<file path="config.mk">
export PLATFORM = sky130hd
export DESIGN_NAME = systolic_feeder
export DESIGN_NICKNAME = d
export VERILOG_FILES = /design/src/rtl/feeder_pkg.sv /design/src/rtl/skew_line.sv /design/src/rtl/systolic_feeder.sv
export SDC_FILE = /design/constraint.sdc
export NUM_CORES = 1
export LEC_CHECK = 0
export BUFFER_PORTS_ARGS = -buffer_cell sky130_fd_sc_hd__buf_2
export CORE_MARGIN = 5
export CORE_UTILIZATION = 45
export DETAILED_ROUTE_END_ITERATION = 8
export GPL_TIMING_DRIVEN = 1
export PLACE_DENSITY = 0.7
export SKIP_LAST_GASP = 1
export SLEW_MARGIN = 15
export SYNTH_ARGS = -nofsm -noshare
export SYNTH_HDL_FRONTEND = slang
export SYNTH_SLANG_ARGS = --single-unit
</file>
<file path="constraint.sdc">
create_clock -name clk -period 3.4 [get_ports clk]
set_clock_uncertainty 0.1 [all_clocks]
set_input_delay 0.68 -clock clk [delete_from_list [all_inputs] [get_ports clk]]
set_output_delay 0.68 -clock clk [all_outputs]
set_load 0.03 [all_outputs]
</file>
<file path="src/rtl/feeder_pkg.sv">
// Shared types and default geometry for the MAC array input feeder.
// Also used by the array and the output collector.
package feeder_pkg;

  localparam int unsigned ROWS_DEF      = 4;
  localparam int unsigned COLS_DEF      = 4;
  localparam int unsigned BIT_WIDTH_DEF = 8;
  localparam int unsigned CNT_W_DEF     = 16;

  typedef enum logic [2:0] {
    IDLE,
    LOAD_WT,
    STREAM,
    FLUSH,
    DONE
  } feeder_state_t;

endpackage

</file>
<file path="src/rtl/skew_line.sv">
// Fixed-depth registered delay line carrying one element plus its valid bit.
// Ports:
//   clk, rst_n          clock, async active-low reset
//   in_data, in_valid   element written every cycle
//   out_data, out_valid element delayed by DEPTH cycles
module skew_line
  import feeder_pkg::*;
#(
  parameter int unsigned DEPTH = 1,
  parameter int unsigned W     = BIT_WIDTH_DEF
) (
  input  logic         clk,
  input  logic         rst_n,
  input  logic [W-1:0] in_data,
  input  logic         in_valid,
  output logic [W-1:0] out_data,
  output logic         out_valid
);

  logic [W-1:0]     data_q [DEPTH];
  logic [DEPTH-1:0] valid_q;

  // Shift chain: stage 0 takes the input, each later stage copies its predecessor.
  always_ff @(posedge clk or negedge rst_n) begin
    if (!rst_n) begin
      for (int i = 0; i < int'(DEPTH); i++) data_q[i] <= '0;
      valid_q <= '0;
    end else begin
      data_q[0]  <= in_data;
      valid_q[0] <= in_valid;
      for (int i = 1; i < int'(DEPTH); i++) begin
        data_q[i]  <= data_q[i-1];
        valid_q[i] <= valid_q[i-1];
      end
    end
  end

  assign out_data  = data_q[DEPTH-1];
  assign out_valid = valid_q[DEPTH-1];

endmodule

</file>
<file path="src/rtl/systolic_feeder.sv">
// Input-side sequencer for the weight-stationary MAC array.
// Loads ROWS weight rows down the columns (ctrl_out high one cycle per beat),
// then streams activation vectors into the rows with a per-row diagonal skew.
// Ports:
//   clk, rst_n               clock, async active-low reset
//   start, num_vec           job start pulse (IDLE only) and vector count
//   wt_valid/ready/data      weight-row beats, bottom row first
//   act_valid/ready/data     activation vectors
//   ctrl_out, wt_path_out    PE control broadcast and top-row weight path
//   data_out, row_valid_out  skewed left-column data and valid side-band
//   busy, done               job status
module systolic_feeder
  import feeder_pkg::*;
#(
  parameter int unsigned ROWS      = ROWS_DEF,
  parameter int unsigned COLS      = COLS_DEF,
  parameter int unsigned bit_width = BIT_WIDTH_DEF,
  parameter int unsigned CNT_W     = CNT_W_DEF
) (
  input  logic                      clk,
  input  logic                      rst_n,
  input  logic                      start,
  input  logic [CNT_W-1:0]          num_vec,
  input  logic                      wt_valid,
  output logic                      wt_ready,
  input  logic [COLS*bit_width-1:0] wt_data,
  input  logic                      act_valid,
  output logic                      act_ready,
  input  logic [ROWS*bit_width-1:0] act_data,
  output logic                      ctrl_out,
  output logic [COLS*bit_width-1:0] wt_path_out,
  output logic [ROWS*bit_width-1:0] data_out,
  output logic [ROWS-1:0]           row_valid_out,
  output logic                      busy,
  output logic                      done
);

  localparam int unsigned BCW        = $clog2(ROWS + 1);
  localparam int unsigned FLUSH_LAST = (ROWS > 1) ? ROWS - 2 : 0;

  feeder_state_t             state_q, state_d;
  logic [CNT_W-1:0]          vec_left_q, vec_left_d;
  logic [BCW-1:0]            beat_cnt_q, beat_cnt_d;
  logic [BCW-1:0]            flush_cnt_q, flush_cnt_d;
  logic                      ctrl_d;
  logic [COLS*bit_width-1:0] wt_path_d;
  logic                      wt_hs;
  logic                      act_hs;

  // Ready is decoded from state so it drops on the edge that takes the last beat/vector.
  assign wt_ready  = (state_q == LOAD_WT);
  assign act_ready = (state_q == STREAM) && (vec_left_q != '0);
  assign wt_hs     = wt_valid && wt_ready;
  assign act_hs    = act_valid && act_ready;

  // Next-state and next-output logic.
  always_comb begin
    state_d     = state_q;
    vec_left_d  = vec_left_q;
    beat_cnt_d  = beat_cnt_q;
    flush_cnt_d = flush_cnt_q;
    ctrl_d      = 1'b0;
    wt_path_d   = wt_path_out;
    case (state_q)
      IDLE: begin
        if (start) begin
          vec_left_d = num_vec;
          beat_cnt_d = '0;
          state_d    = LOAD_WT;
        end
      end
      LOAD_WT: begin
        // ctrl_out pulses only with a fresh beat so PEs never shift stale weights.
        if (wt_hs) begin
          ctrl_d     = 1'b1;
          wt_path_d  = wt_data;
          beat_cnt_d = beat_cnt_q + BCW'(1);
          if (beat_cnt_q == BCW'(ROWS - 1)) begin
            flush_cnt_d = '0;
            state_d     = (vec_left_q == '0) ? FLUSH : STREAM;
          end
        end
      end
      STREAM: begin
        if (act_hs) begin
          vec_left_d = vec_left_q - CNT_W'(1);
          if (vec_left_q == CNT_W'(1)) begin
            flush_cnt_d = '0;
            state_d     = FLUSH;
          end
        end
      end
      FLUSH: begin
        // ROWS-1 bubble cycles let the deepest skew line drain.
        if (flush_cnt_q == BCW'(FLUSH_LAST)) state_d = DONE;
        else                                 flush_cnt_d = flush_cnt_q + BCW'(1);
      end
      DONE:    state_d = IDLE;
      default: state_d = IDLE;
    endcase
  end

  // State, counters and registered outputs.
  always_ff @(posedge clk or negedge rst_n) begin
    if (!rst_n) begin
      state_q     <= IDLE;
      vec_left_q  <= '0;
      beat_cnt_q  <= '0;
      flush_cnt_q <= '0;
      ctrl_out    <= 1'b0;
      wt_path_out <= '0;
      busy        <= 1'b0;
      done        <= 1'b0;
    end else begin
      state_q     <= state_d;
      vec_left_q  <= vec_left_d;
      beat_cnt_q  <= beat_cnt_d;
      flush_cnt_q <= flush_cnt_d;
      ctrl_out    <= ctrl_d;
      wt_path_out <= wt_path_d;
      busy        <= (state_d != IDLE);
      done        <= (state_d == DONE);
    end
  end

  // Row r is delayed r+1 cycles; bubbles inject a zero element with valid low.
  for (genvar r = 0; r < int'(ROWS); r++) begin : g_row
    skew_line #(
      .DEPTH (r + 1),
      .W     (bit_width)
    ) u_skew (
      .clk       (clk),
      .rst_n     (rst_n),
      .in_data   (act_hs ? act_data[r*bit_width +: bit_width] : '0),
      .in_valid  (act_hs),
      .out_data  (data_out[r*bit_width +: bit_width]),
      .out_valid (row_valid_out[r])
    );
  end

endmodule

</file>
* Yosys cells after proc, flatten, opt, wreduce, memory -nomap -nowiden *
Cells that the tools add are included.

operators by class
  eq/ne operators = 13
  mux-type cells = 26
  $add $sub $neg = 3
  reduce and logical (&&, ||, !) cells = 14

operators by type and width
  operator                 count
  $mux W3                  13
  $mux W16                 2
  $mux W8                  4
  $pmux W16 S2             1
  $eq A16 B1 Y1 const B    1
  $logic_not A16 Y1        1
  $reduce_bool A16 Y1      1
  $sub A16 B1 Y16 const B  1
  $eq A3 B2 Y1 const B     4
  $pmux W3 S4              1
  $pmux W3 S3              1
  $add A3 B1 Y3 const B    2
  $ne A2 B1 Y1 const B     3
  $ne A2 B2 Y1 const B     3
  $pmux W3 S2              1
  $reduce_and A3 Y1        2
  $reduce_and A6 Y1        1
  $reduce_bool A3 Y1       2
  $reduce_bool A2 Y1       2
  $eq A3 B1 Y1 const B     1
  $eq A3 B3 Y1 const B     1
  $logic_and A1 B1 Y1      3
  $logic_not A3 Y1         1
  $mux W1                  3
  $reduce_and A2 Y1        1

storage, ports and cells
  input bits = 85
  output and inout port bits = 73
  register bits after elaboration = 150
  word-level logic and storage cells = 78

* Logic depth before layout (Yosys ltp) *
Gate-level depths: netlist (run 1).

  word-level depth = 6
  gate-level depth with buffers = 8
  gate-level depth less buffers = 7

* Modules after synthesis *
Synthesis (run 1) repeated with hierarchy kept, for this count alone.

unflattened totals
  cells, all modules = 481
  area, all modules = 5526.6 um2

by module, submodules not included
  module                       instances  area an instance (um2)  seq. area each (um2)  cells each
  systolic_feeder              1          3094.2                  1501.4                367
  skew_line (g_row[3].u_skew)  1          960.9                   900.9                 44
  skew_line (g_row[2].u_skew)  1          735.7                   675.6                 35
  skew_line (g_row[1].u_skew)  1          510.5                   450.4                 26
  skew_line (g_row[0].u_skew)  1          225.2                   225.2                 9

* Worst setup path before layout (run 1) *
No wires, ideal clock.

  kind = register to output
  start = reg vec_left_q[0]
  end = out act_ready
  path buffers = 0
  data required time = 2620 ps
  arrival = 1706 ps
  stages on the path, launching flop included = 6
  setup slack = 914 ps
  cells stage by stage = dfrtp_1 > inv_1 > ha_1 > or4b_2 > nor4_4 > nor2_1

between the ends
  cells in the longest elaborated chain, start to end = 2

ends and longest elaborated chain
  item                    RTL line                source
  from (decl)             systolic_feeder.sv:42   logic [CNT_W-1:0] vec_left_q, vec_left_d;
  from (signal assigned)  systolic_feeder.sv:116  vec_left_q <= vec_left_d;
  $reduce_bool A16 Y1     systolic_feeder.sv:52   assign act_ready = (state_q == STREAM) && (vec_left_q != '0);
  $logic_and A1 B1 Y1     systolic_feeder.sv:52
  to (decl)               systolic_feeder.sv:28   output logic act_ready,

Every way passes these cells.

* Worst setup path in the final report (run 1) *
Same ends and word-level chain as after synthesis.

==> reports/qor.txt, run 1 <==
==============================================================================
Status                                                            complete, no violations
Fraction of layout cells with a size suffix above 1                     32.69%
Maximum VDD drop                                                     0.5074 mV
Wire length of the first global-routing pass                          17990 µm
Area delta synth->final                                                 24.92%
Aggregate negative setup slack                                            0 ns
Final core utilization                                                  58.06%
Required time at the endpoint of the critical path                     2.62 ns
Termination of the worst setup path                                  act_ready
Postcts setup bufs                                                           0
Vias in the first global route                                            3744
Switch Pwr                                                          0.002151 W
Main synth FF type                                                sky130_fd_sc_hd__dfrtp_1
CTS tree                                                                   yes
Leak Pwr                                                              3.552 nW
Number of CTS-inserted buffers                                              17
RSZ-0062 raised after global routing                                     false
Share of power burned in combinational logic                             28.4%
Total wire length                                                     11130 µm
GRT overflow                                                                 0
Setup-violating endpoint count in the final report                           0
Number of instances in the synthesized netlist                             472
Internal power consumption                                          0.003742 W
Sequential fraction of design power                                      40.5%
DIE AREA                                                             14180 µm²
Via count                                                                 3759
Synthesized Nets                                                           564
DR iter-0 viols                                                            260
Power per cell area                                               881.3 nW/µm²
Count of nets left with antenna violations after detail routing              0
Hold Crit Class                                                       in2async
CTS clk-pin slew, worst paths                                          0.06 ns
Worst-margin pin slew                                                0.8870 ns
Clk Tree Root Cell                                                sky130_fd_sc_hd__clkbuf_16
Buffers and inverters on the worst path                                      2
Endpoint of the lowest-slack register-to-register path            vec_left_q[9]
Effective utilization at floorplan                                      46.48%
Top post-synthesis cells by count                                 sky130_fd_sc_hd__dfrtp_1 (144), sky130_fd_sc_hd__nand2_1 (117), sky130_fd_sc_hd__and2_1 (32)
Number of vias per cell                                                  4.940
Critical path's slowest cell                                      sky130_fd_sc_hd__or4b_2
Number of flops mapped to enable cells by yosys                              0
Antenna violations before repair                                             0
Sort of element at the start of the critical path                         flop
Worst path top cell family by delay                               simple AND/OR/NAND/NOR gates
Dominant cell type by area after synthesis                        sky130_fd_sc_hd__dfrtp_1
Critical path data arrival time                                        2.38 ns
Most repeated cell in the gate-level netlist after synthesis      sky130_fd_sc_hd__dfrtp_1
Worst path max stage delay                                             0.63 ns
Number of warnings printed during yosys synthesis                            0
Global routing usage summed across all routing layers                   16.09%
Detailed-route wire length per cell                                   14.63 µm
Max capacitance violation total                                              0
Final number of hold-violating endpoints                                     0
Diodes inserted                                                              0
Slew headroom                                                           40.50%
Sink Count                                                                 144
Mapped cell area                                                      5353 µm²
Boundary pin count                                                         158
Fmax achieved                                                       0.3161 GHz
Crit path depth                                                              6
Fraction of registers with async set/reset                              100.0%
Critical Setup Path Class                                              reg2out
Clock latency reported for the late side of the worst-skew pair        0.41 ns
Synth area leaders                                                sky130_fd_sc_hd__dfrtp_1 (67%), sky130_fd_sc_hd__nand2_1 (8.2%), sky130_fd_sc_hd__buf_4 (4.1%), sky130_fd_sc_hd__and2_1 (3.7%), sky130_fd_sc_hd__a21oi_1 (2.3%)
CTS H-tree depth                                                             4
Y dimension of the die                                                119.1 µm
Largest driver fanout on the critical path                                   5
Minimum clock period after layout                                     3.163 ns
Port-buffer cells                                                          157
Total of flip-flops plus latches after synthesis                           144
Post-synthesis sequential area ratio                                    67.32%
Fin crit share                                                          93.03%
Core Region                                                          11520 µm²
Cell Chain, Critical Path                                         inv_1 > ha_1 > or4b_2 > nor4_4 > nor2_1 > buf_2
Cells on worst reg2reg path                                                  7
Worst Setup SP                                                    vec_left_q[0]
Worst reg2reg startpoint                                          vec_left_q[0]
Net switching fraction of the power                                     36.50%
CTS Buffer Depth                                                             2
Setup crit end kind                                               primary output
Net total in the final layout                                              697
Clock group share of total power                                         31.1%
Synth unique cells                                                          39
Max-slew violation count                                                     0
Routability-driven placement congestion ratio                           0.8194
PostCTS Resize Cnt                                                           0
Setup slack of the most critical reg-to-reg path                       0.79 ns
CTS Hold Buffers Added                                                       0
Die Width                                                             119.1 µm
Worst hold-check slack                                               0.1870 ns
Mean instance size in the synthesized netlist                        11.34 µm²
Area share of the largest cell type after synthesis                     67.32%
DRT Pass-1 Iters                                                             4
Largest net degree at the start of global routing                           91
Remaining routing DRC violations                                             0
Post-DP HPWL                                                           7883 µm
Rows                                                                        39
==============================================================================
-- final cells by class --
cell class / count / area, µm²
fillers: 979 / 4830
flip-flops and latches: 144 / 3603
multi-input cells: 275 / 1451
repair buffers: 161 / 834.6
clock buffers: 18 / 439.2
well taps: 143 / 178.9
clock inverters: 14 / 156.4
inverters: 6 / 22.52
-- how the worst min path moves through the flow --
stage	startpoint	to	slack, ns	cells after the start
floorplan	g_row[1].u_skew.data_q[8]	g_row[1].u_skew.out_data[0]	0.23	0
detailed placement	g_row[1].u_skew.data_q[13]	g_row[1].u_skew.out_data[5]	0.23	0
global placement	g_row[1].u_skew.data_q[12]	g_row[1].u_skew.out_data[4]	0.23	0
finish	rst_n	wt_path_out[16]	0.19	1
CTS	rst_n	wt_path_out[10]	0.25	1
global route	g_row[3].u_skew.data_q[24]	g_row[3].u_skew.data_q[16]	0.25	0
-- power by group through the flow --
stage	Combinational (W)	Sequential (W)	Clock, W
6_report	0.00167	0.00239	0.00183
5_1_grt	0.00184	0.00243	0.00197
4_1_cts	0.00169	0.00238	0.00189
3_5_place_dp	0.00169	0.00241	0
3_3_place_gp	0.00164	0.00238	0
2_1_floorplan	0.000814	0.00275	0
-- through the flow --
stage / cells / setup slack (ns) / cell area (µm²) / power (W)
finish: 761 / 0.2369 / 6686 / 0.005893
global route: 761 / 0.09337 / 6686 / 0.006246
CTS: 761 / 0.2580 / 6681 / 0.005961
detailed placement: 729 / 0.7309 / 6086 / 0.004097
global placement: 729 / 0.7739 / 6086 / 0.004024
floorplan: 472 / 0.9143 / 5353 / 0.003567
-- logic make-up after synthesis --
family | after synthesis | share of synthesized area (%)
AND/OR/NAND/NOR | 202 | 17.95
flip-flops | 144 | 67.32
AO/OA/AOI/OAI | 66 | 7.294
buffers and inverters | 53 | 5.797
adder cells (fa/ha/maj) | 7 | 1.636
-- sequential cells by signal, summed over array words and instances, names as in the netlist, 3 cells and up --
name and flops:
g_row.u_skew.data_q 48, vec_left_q 16, state_q 3, wt_path_out 32, beat_cnt_q 3, g_row.u_skew.out_data 32
g_row.u_skew.valid_q 4, flush_cnt_q 3
-- per-layer routing --
layer	global-route usage, %	up-vias	share of wire, %
met3	5.261	25	6.5
met4	7.965	0	2.7
li1	-	1792	-
met5	0	-	0
met2	26.88	132	52
met1	18.66	1810	39
-- cells in the final DEF (no fill, tap or decap), types with 6 or more instances in the layout --
master,n
sky130_fd_sc_hd__nor2_1,14
sky130_fd_sc_hd__o21ai_0,16
sky130_fd_sc_hd__buf_2,156
sky130_fd_sc_hd__nand2b_1,6
sky130_fd_sc_hd__nand3_1,7
sky130_fd_sc_hd__and2_1,32
sky130_fd_sc_hd__clkbuf_16,17
sky130_fd_sc_hd__a21oi_1,25
sky130_fd_sc_hd__ha_1,7
sky130_fd_sc_hd__nand2_1,117
sky130_fd_sc_hd__dfrtp_1,144
(Power assumes the default switching activity.)
==> run 2, diff against run 1 <==
--- a/config.mk
+++ b/config.mk
@@ -10,6 +10,7 @@
 export CORE_UTILIZATION = 45
 export DETAILED_ROUTE_END_ITERATION = 8
 export GPL_TIMING_DRIVEN = 1
+export MAX_ROUTING_LAYER = met4
 export PLACE_DENSITY = 0.7
 export SKIP_LAST_GASP = 1
 export SLEW_MARGIN = 15
==> reports/qor.txt, run 2 (same netlist as run 1, synthesis figures left out) <==
==============================================================================
Status                                                            complete, no violations
Worst-margin pin slew                                                0.8941 ns
Rows                                                                        39
Detailed-route wire length per cell                                   15.07 µm
Effective utilization at floorplan                                      46.48%
Power per cell area                                               892.3 nW/µm²
Fraction of layout cells with a size suffix above 1                     32.79%
Leading cell type in the layout, fill and taps excluded           sky130_fd_sc_hd__buf_2
Leak Pwr                                                              3.575 nW
Max capacitance violation total                                              0
Postcts setup bufs                                                           0
Largest net degree at the start of global routing                           84
Critical path's slowest cell                                      sky130_fd_sc_hd__or4b_2
Setup-violating endpoint count in the final report                           0
Vias in the first global route                                            3775
Critical path data arrival time                                        2.33 ns
Global routing usage summed across all routing layers                   17.35%
GRT overflow                                                                 0
Sort of element at the start of the critical path                         flop
Count of nets left with antenna violations after detail routing              0
Post-DP HPWL                                                           8133 µm
Area delta synth->final                                                 25.41%
Slew headroom                                                           40.03%
Port-buffer cells                                                          157
CTS H-tree depth                                                             4
DRT Pass-1 Iters                                                             4
Buffers and inverters on the worst path                                      2
Sink Count                                                                 144
Max-slew violation count                                                     0
Final core utilization                                                  58.29%
Required time at the endpoint of the critical path                     2.62 ns
Via count                                                                 3705
PostCTS Resize Cnt                                                           0
Clock latency reported for the late side of the worst-skew pair        0.42 ns
DR iter-0 viols                                                            259
Critical Setup Path Class                                              reg2out
Number of CTS-inserted buffers                                              17
Remaining routing DRC violations                                             0
Commonest cells after routing, fill and taps aside                sky130_fd_sc_hd__buf_2 (156), sky130_fd_sc_hd__dfrtp_1 (144), sky130_fd_sc_hd__nand2_1 (117), sky130_fd_sc_hd__and2_1 (32), sky130_fd_sc_hd__a21oi_1 (25)
Aggregate negative setup slack                                            0 ns
Clk Tree Root Cell                                                sky130_fd_sc_hd__clkbuf_16
Worst path max stage delay                                             0.62 ns
Largest driver fanout on the critical path                                   5
CTS Hold Buffers Added                                                       0
Fin crit share                                                          91.52%
Die Width                                                             119.1 µm
Routability-driven placement congestion ratio                           0.8415
Number of vias per cell                                                  4.862
Cell Chain, Critical Path                                         inv_1 > ha_1 > or4b_2 > nor4_4 > nor2_1 > buf_2
CTS tree                                                                   yes
Register bank with the most flops                                 g_row.u_skew.data_q
CTS clk-pin slew, worst paths                                          0.06 ns
DIE AREA                                                             14180 µm²
CTS Buffer Depth                                                             2
Number of flip-flops under the largest register name                        48
RSZ-0062 raised after global routing                                     false
Fmax achieved                                                       0.3214 GHz
Y dimension of the die                                                119.1 µm
Hold Crit Class                                                       in2async
Setup WS pre-CTS                                                     0.7355 ns
Final number of hold-violating endpoints                                     0
Worst path top cell family by delay                               simple AND/OR/NAND/NOR gates
Minimum clock period after layout                                     3.112 ns
Antenna violations before repair                                             0
Boundary pin count                                                         158
Setup crit end kind                                               primary output
Core Region                                                          11520 µm²
PnR Total Power                                                     0.005989 W
Diodes inserted                                                              0
Maximum VDD drop                                                     0.3823 mV
Wire length of the first global-routing pass                          18660 µm
Total wire length                                                     11480 µm
Net total in the final layout                                              698
Setup ws final                                                       0.2883 ns
==============================================================================
## run 2: changes by cell type in the layout (fill, tap and decap cells not counted), sizes merged
cell	change
clkinv	+2
clkinvlp	-2
buf	+1
bufinv	+1
inv	-1
## run 2: cell type report
| cell class | instances | area (µm²) |
|---|---|---|
| clock buffer | 18 | 439.2 |
| tap | 143 | 178.9 |
| multi-input combinational | 275 | 1446 |
| timing repair buffer | 162 | 842.1 |
| inverter | 6 | 22.52 |
| clock inverter | 14 | 180.2 |
| fill | 963 | 4803 |
| sequential | 144 | 3603 |
## run 2: through the flow
stage / hold slack, ns / instance area [µm²] / instances
finish: 0.1753 / 6713 / 762
global route: 0.2266 / 6713 / 762
CTS: 0.2006 / 6713 / 762
detailed placement: 0.2347 / 6093 / 730
global placement: 0.2318 / 6093 / 730
floorplan: 0.2312 / 5353 / 472
## run 2: routing by layer
layer	global-route usage, %	wire [µm]
met4	8.472	303
met3	5.261	673
met5	-	0
met1	19.45	4475
met2	28.33	6031
## run 2: power breakdown
part	internal, W	leakage, nW	switching (W)	total (W)
clock network	0.00118	0.298	0.000737	0.00192
logic	0.000521	1.38	0.00116	0.00168
registers	0.00211	1.90	0.000278	0.00239
## run 2: path summary, 6_finish.rpt
check	startpoint	end	slack [ns]	cells after the start
worst min-delay path	rst_n	wt_path_out[16]	0.18	1
worst min register to register	g_row[3].u_skew.data_q[10]	g_row[3].u_skew.out_data[2]	0.24	0
worst max-delay path	vec_left_q[0]	act_ready	0.29	6
max in group asynchronous	rst_n	g_row[2].u_skew.data_q[15]	2.20	2
min in group clk	g_row[3].u_skew.data_q[10]	g_row[3].u_skew.out_data[2]	0.24	0
worst max register to register	vec_left_q[0]	vec_left_q[9]	0.83	7
==> run 3, diff against run 2 <==
--- a/config.mk
+++ b/config.mk
@@ -11,7 +11,7 @@
 export DETAILED_ROUTE_END_ITERATION = 8
 export GPL_TIMING_DRIVEN = 1
 export MAX_ROUTING_LAYER = met4
-export PLACE_DENSITY = 0.7
+export PLACE_DENSITY = 0.81
 export SKIP_LAST_GASP = 1
 export SLEW_MARGIN = 15
 export SYNTH_ARGS = -nofsm -noshare
==> reports/qor.txt, run 3 (same netlist as run 1, synthesis figures left out) <==
==============================================================================
Status                                                            complete, no violations
Setup-violating endpoint count in the final report                           0
Fill count                                                                 949
Sequential fraction of design power                                      39.4%
Share of power burned in combinational logic                             28.0%
Area of the multi-input gates                                         1451 µm²
Buffers and inverters on the worst path                                      2
Worst-margin pin slew                                                0.9531 ns
Aggregate negative setup slack                                            0 ns
Commonest cells after routing, fill and taps aside                sky130_fd_sc_hd__buf_2 (156), sky130_fd_sc_hd__dfrtp_1 (144), sky130_fd_sc_hd__nand2_1 (117), sky130_fd_sc_hd__and2_1 (32), sky130_fd_sc_hd__a21oi_1 (25)
Total wire length                                                     11670 µm
Setup crit end kind                                               primary output
Post-route standard cell area excluding fillers                       6733 µm²
Count of nets left with antenna violations after detail routing              0
Core Region                                                          11520 µm²
Fmax achieved                                                       0.3152 GHz
Met1 track utilization from global routing                              21.52%
Largest net degree at the start of global routing                           70
Routability-driven placement congestion ratio                           0.7924
Maximum VDD drop                                                     0.4483 mV
Clock latency reported for the late side of the worst-skew pair        0.42 ns
DRT Pass-1 Iters                                                             4
Max-slew violation count                                                     0
Number of flip-flops under the largest register name                        48
Post-DP HPWL                                                           8189 µm
Net switching fraction of the power                                     36.13%
Clock group share of total power                                         32.6%
Postcts setup bufs                                                           0
Fraction of layout cells with a size suffix above 1                     32.79%
Number of CTS-inserted buffers                                              17
Net total in the final layout                                              698
Rows                                                                        39
CTS Buffer Depth                                                             2
DR iter-0 viols                                                            305
Detailed-route wire length per cell                                   15.31 µm
Cell Chain, Critical Path                                         inv_1 > ha_1 > or4b_2 > nor4_4 > nor2_1 > buf_2
Leak Pwr                                                              3.583 nW
Critical path data arrival time                                        2.39 ns
RSZ-0062 raised after global routing                                     false
Largest driver fanout on the critical path                                   5
Critical Setup Path Class                                              reg2out
Register bank with the most flops                                 g_row.u_skew.data_q
Worst path top cell family by delay                               simple AND/OR/NAND/NOR gates
Power per cell area                                               900.2 nW/µm²
Met3 routing resource usage after global routing                        5.261%
Die Width                                                             119.1 µm
Antenna violations before repair                                             0
Switch Pwr                                                          0.002190 W
Required time at the endpoint of the critical path                     2.62 ns
Global routing usage summed across all routing layers                   17.84%
Effective utilization at floorplan                                      46.48%
CTS H-tree depth                                                             4
Hold Crit Class                                                       in2async
Crit path depth                                                              6
Diodes inserted                                                              0
Met2 usage                                                              28.08%
Boundary pin count                                                         158
Via count                                                                 3772
PostCTS Resize Cnt                                                           0
CTS tree                                                                   yes
CTS Hold Buffers Added                                                       0
Vias in the first global route                                            3949
DIE AREA                                                             14180 µm²
Critical path's slowest cell                                      sky130_fd_sc_hd__or4b_2
Y dimension of the die                                                119.1 µm
Placement Cell Area                                                   6093 µm²
Routing layer with the top usage in global route                          met2
Max capacitance violation total                                              0
Internal power consumption                                          0.003871 W
Cells on worst reg2reg path                                                  7
Remaining routing DRC violations                                             0
Worst path max stage delay                                             0.62 ns
Area delta synth->final                                                 25.78%
Final number of hold-violating endpoints                                     0
Fin crit share                                                          93.32%
Sink Count                                                                 144
CTS clk-pin slew, worst paths                                          0.06 ns
Minimum clock period after layout                                     3.173 ns
Sort of element at the start of the critical path                         flop
Clk Tree Root Cell                                                sky130_fd_sc_hd__clkbuf_16
Port-buffer cells                                                          157
Flip-flop and latch area                                              3603 µm²
Slew headroom                                                           36.07%
Wire length of the first global-routing pass                          19440 µm
GRT overflow                                                                 0
Leading cell type in the layout, fill and taps excluded           sky130_fd_sc_hd__buf_2
Number of vias per cell                                                  4.950
==============================================================================
==> run 3: cell types whose count changed in the layout (fill, tap and decap cells not counted), sizes merged <==
| cell | previous run | this run |
|---|---|---|
| bufinv | 3 | 4 |
| clkbuf | 18 | 17 |
==> run 3: final cells by class <==
| cell class | instances | share of cell area, % |
|---|---|---|
| clock buffers | 17 | 6.319 |
| clock inverters | 15 | 3.104 |
| inverters | 6 | 0.3345 |
| multi-input cells | 275 | 21.56 |
| flip-flops and latches | 144 | 53.52 |
| well taps | 143 | 2.658 |
| repair buffers | 162 | 12.51 |
==> run 3: power by group through the flow <==
stage                     clock [W]  combinational (W)  sequential [W]
after floorplan                   0           0.000814         0.00275
after global placement            0            0.00164         0.00237
after detailed placement          0            0.00170         0.00241
after CTS                   0.00202            0.00171         0.00238
after global routing        0.00211            0.00185         0.00245
final                       0.00198            0.00170         0.00239
==> run 3: final timing paths <==
kind / from / end / slack, ns
worst max-delay path: vec_left_q[0] / act_ready / 0.23
worst min-delay path: rst_n / g_row[3].u_skew.out_data[2] / 0.07
worst min register to register: g_row[3].u_skew.data_q[10] / g_row[3].u_skew.out_data[2] / 0.24
min in group clk: g_row[3].u_skew.data_q[10] / g_row[3].u_skew.out_data[2] / 0.24
worst max register to register: vec_left_q[0] / vec_left_q[9] / 0.75
max in group asynchronous: rst_n / wt_path_out[31] / 2.36
==> run 3: layer usage <==
layer / part of all wire [%] / up-vias
met1: 41 / 1814
li1: - / 1800
met2: 50 / 135
met4: 2.1 / 0
met5: 0 / -
met3: 6.5 / 23
==> run 3: through the flow <==
stage          setup slack (ns)  cells  power (W)  hold WS (ns)  util [%]
6_report                 0.2272    762   0.006061       0.07327     58.46
3_3_place_gp             0.7727    730   0.004011        0.2314     52.91
5_1_grt                 0.07587    762   0.006406       0.09081     58.46
3_5_place_dp             0.7033    730   0.004109        0.2347     52.91
2_1_floorplan            0.9143    472   0.003567        0.2312         -
4_1_cts                  0.2481    762   0.006108       0.07073     58.42
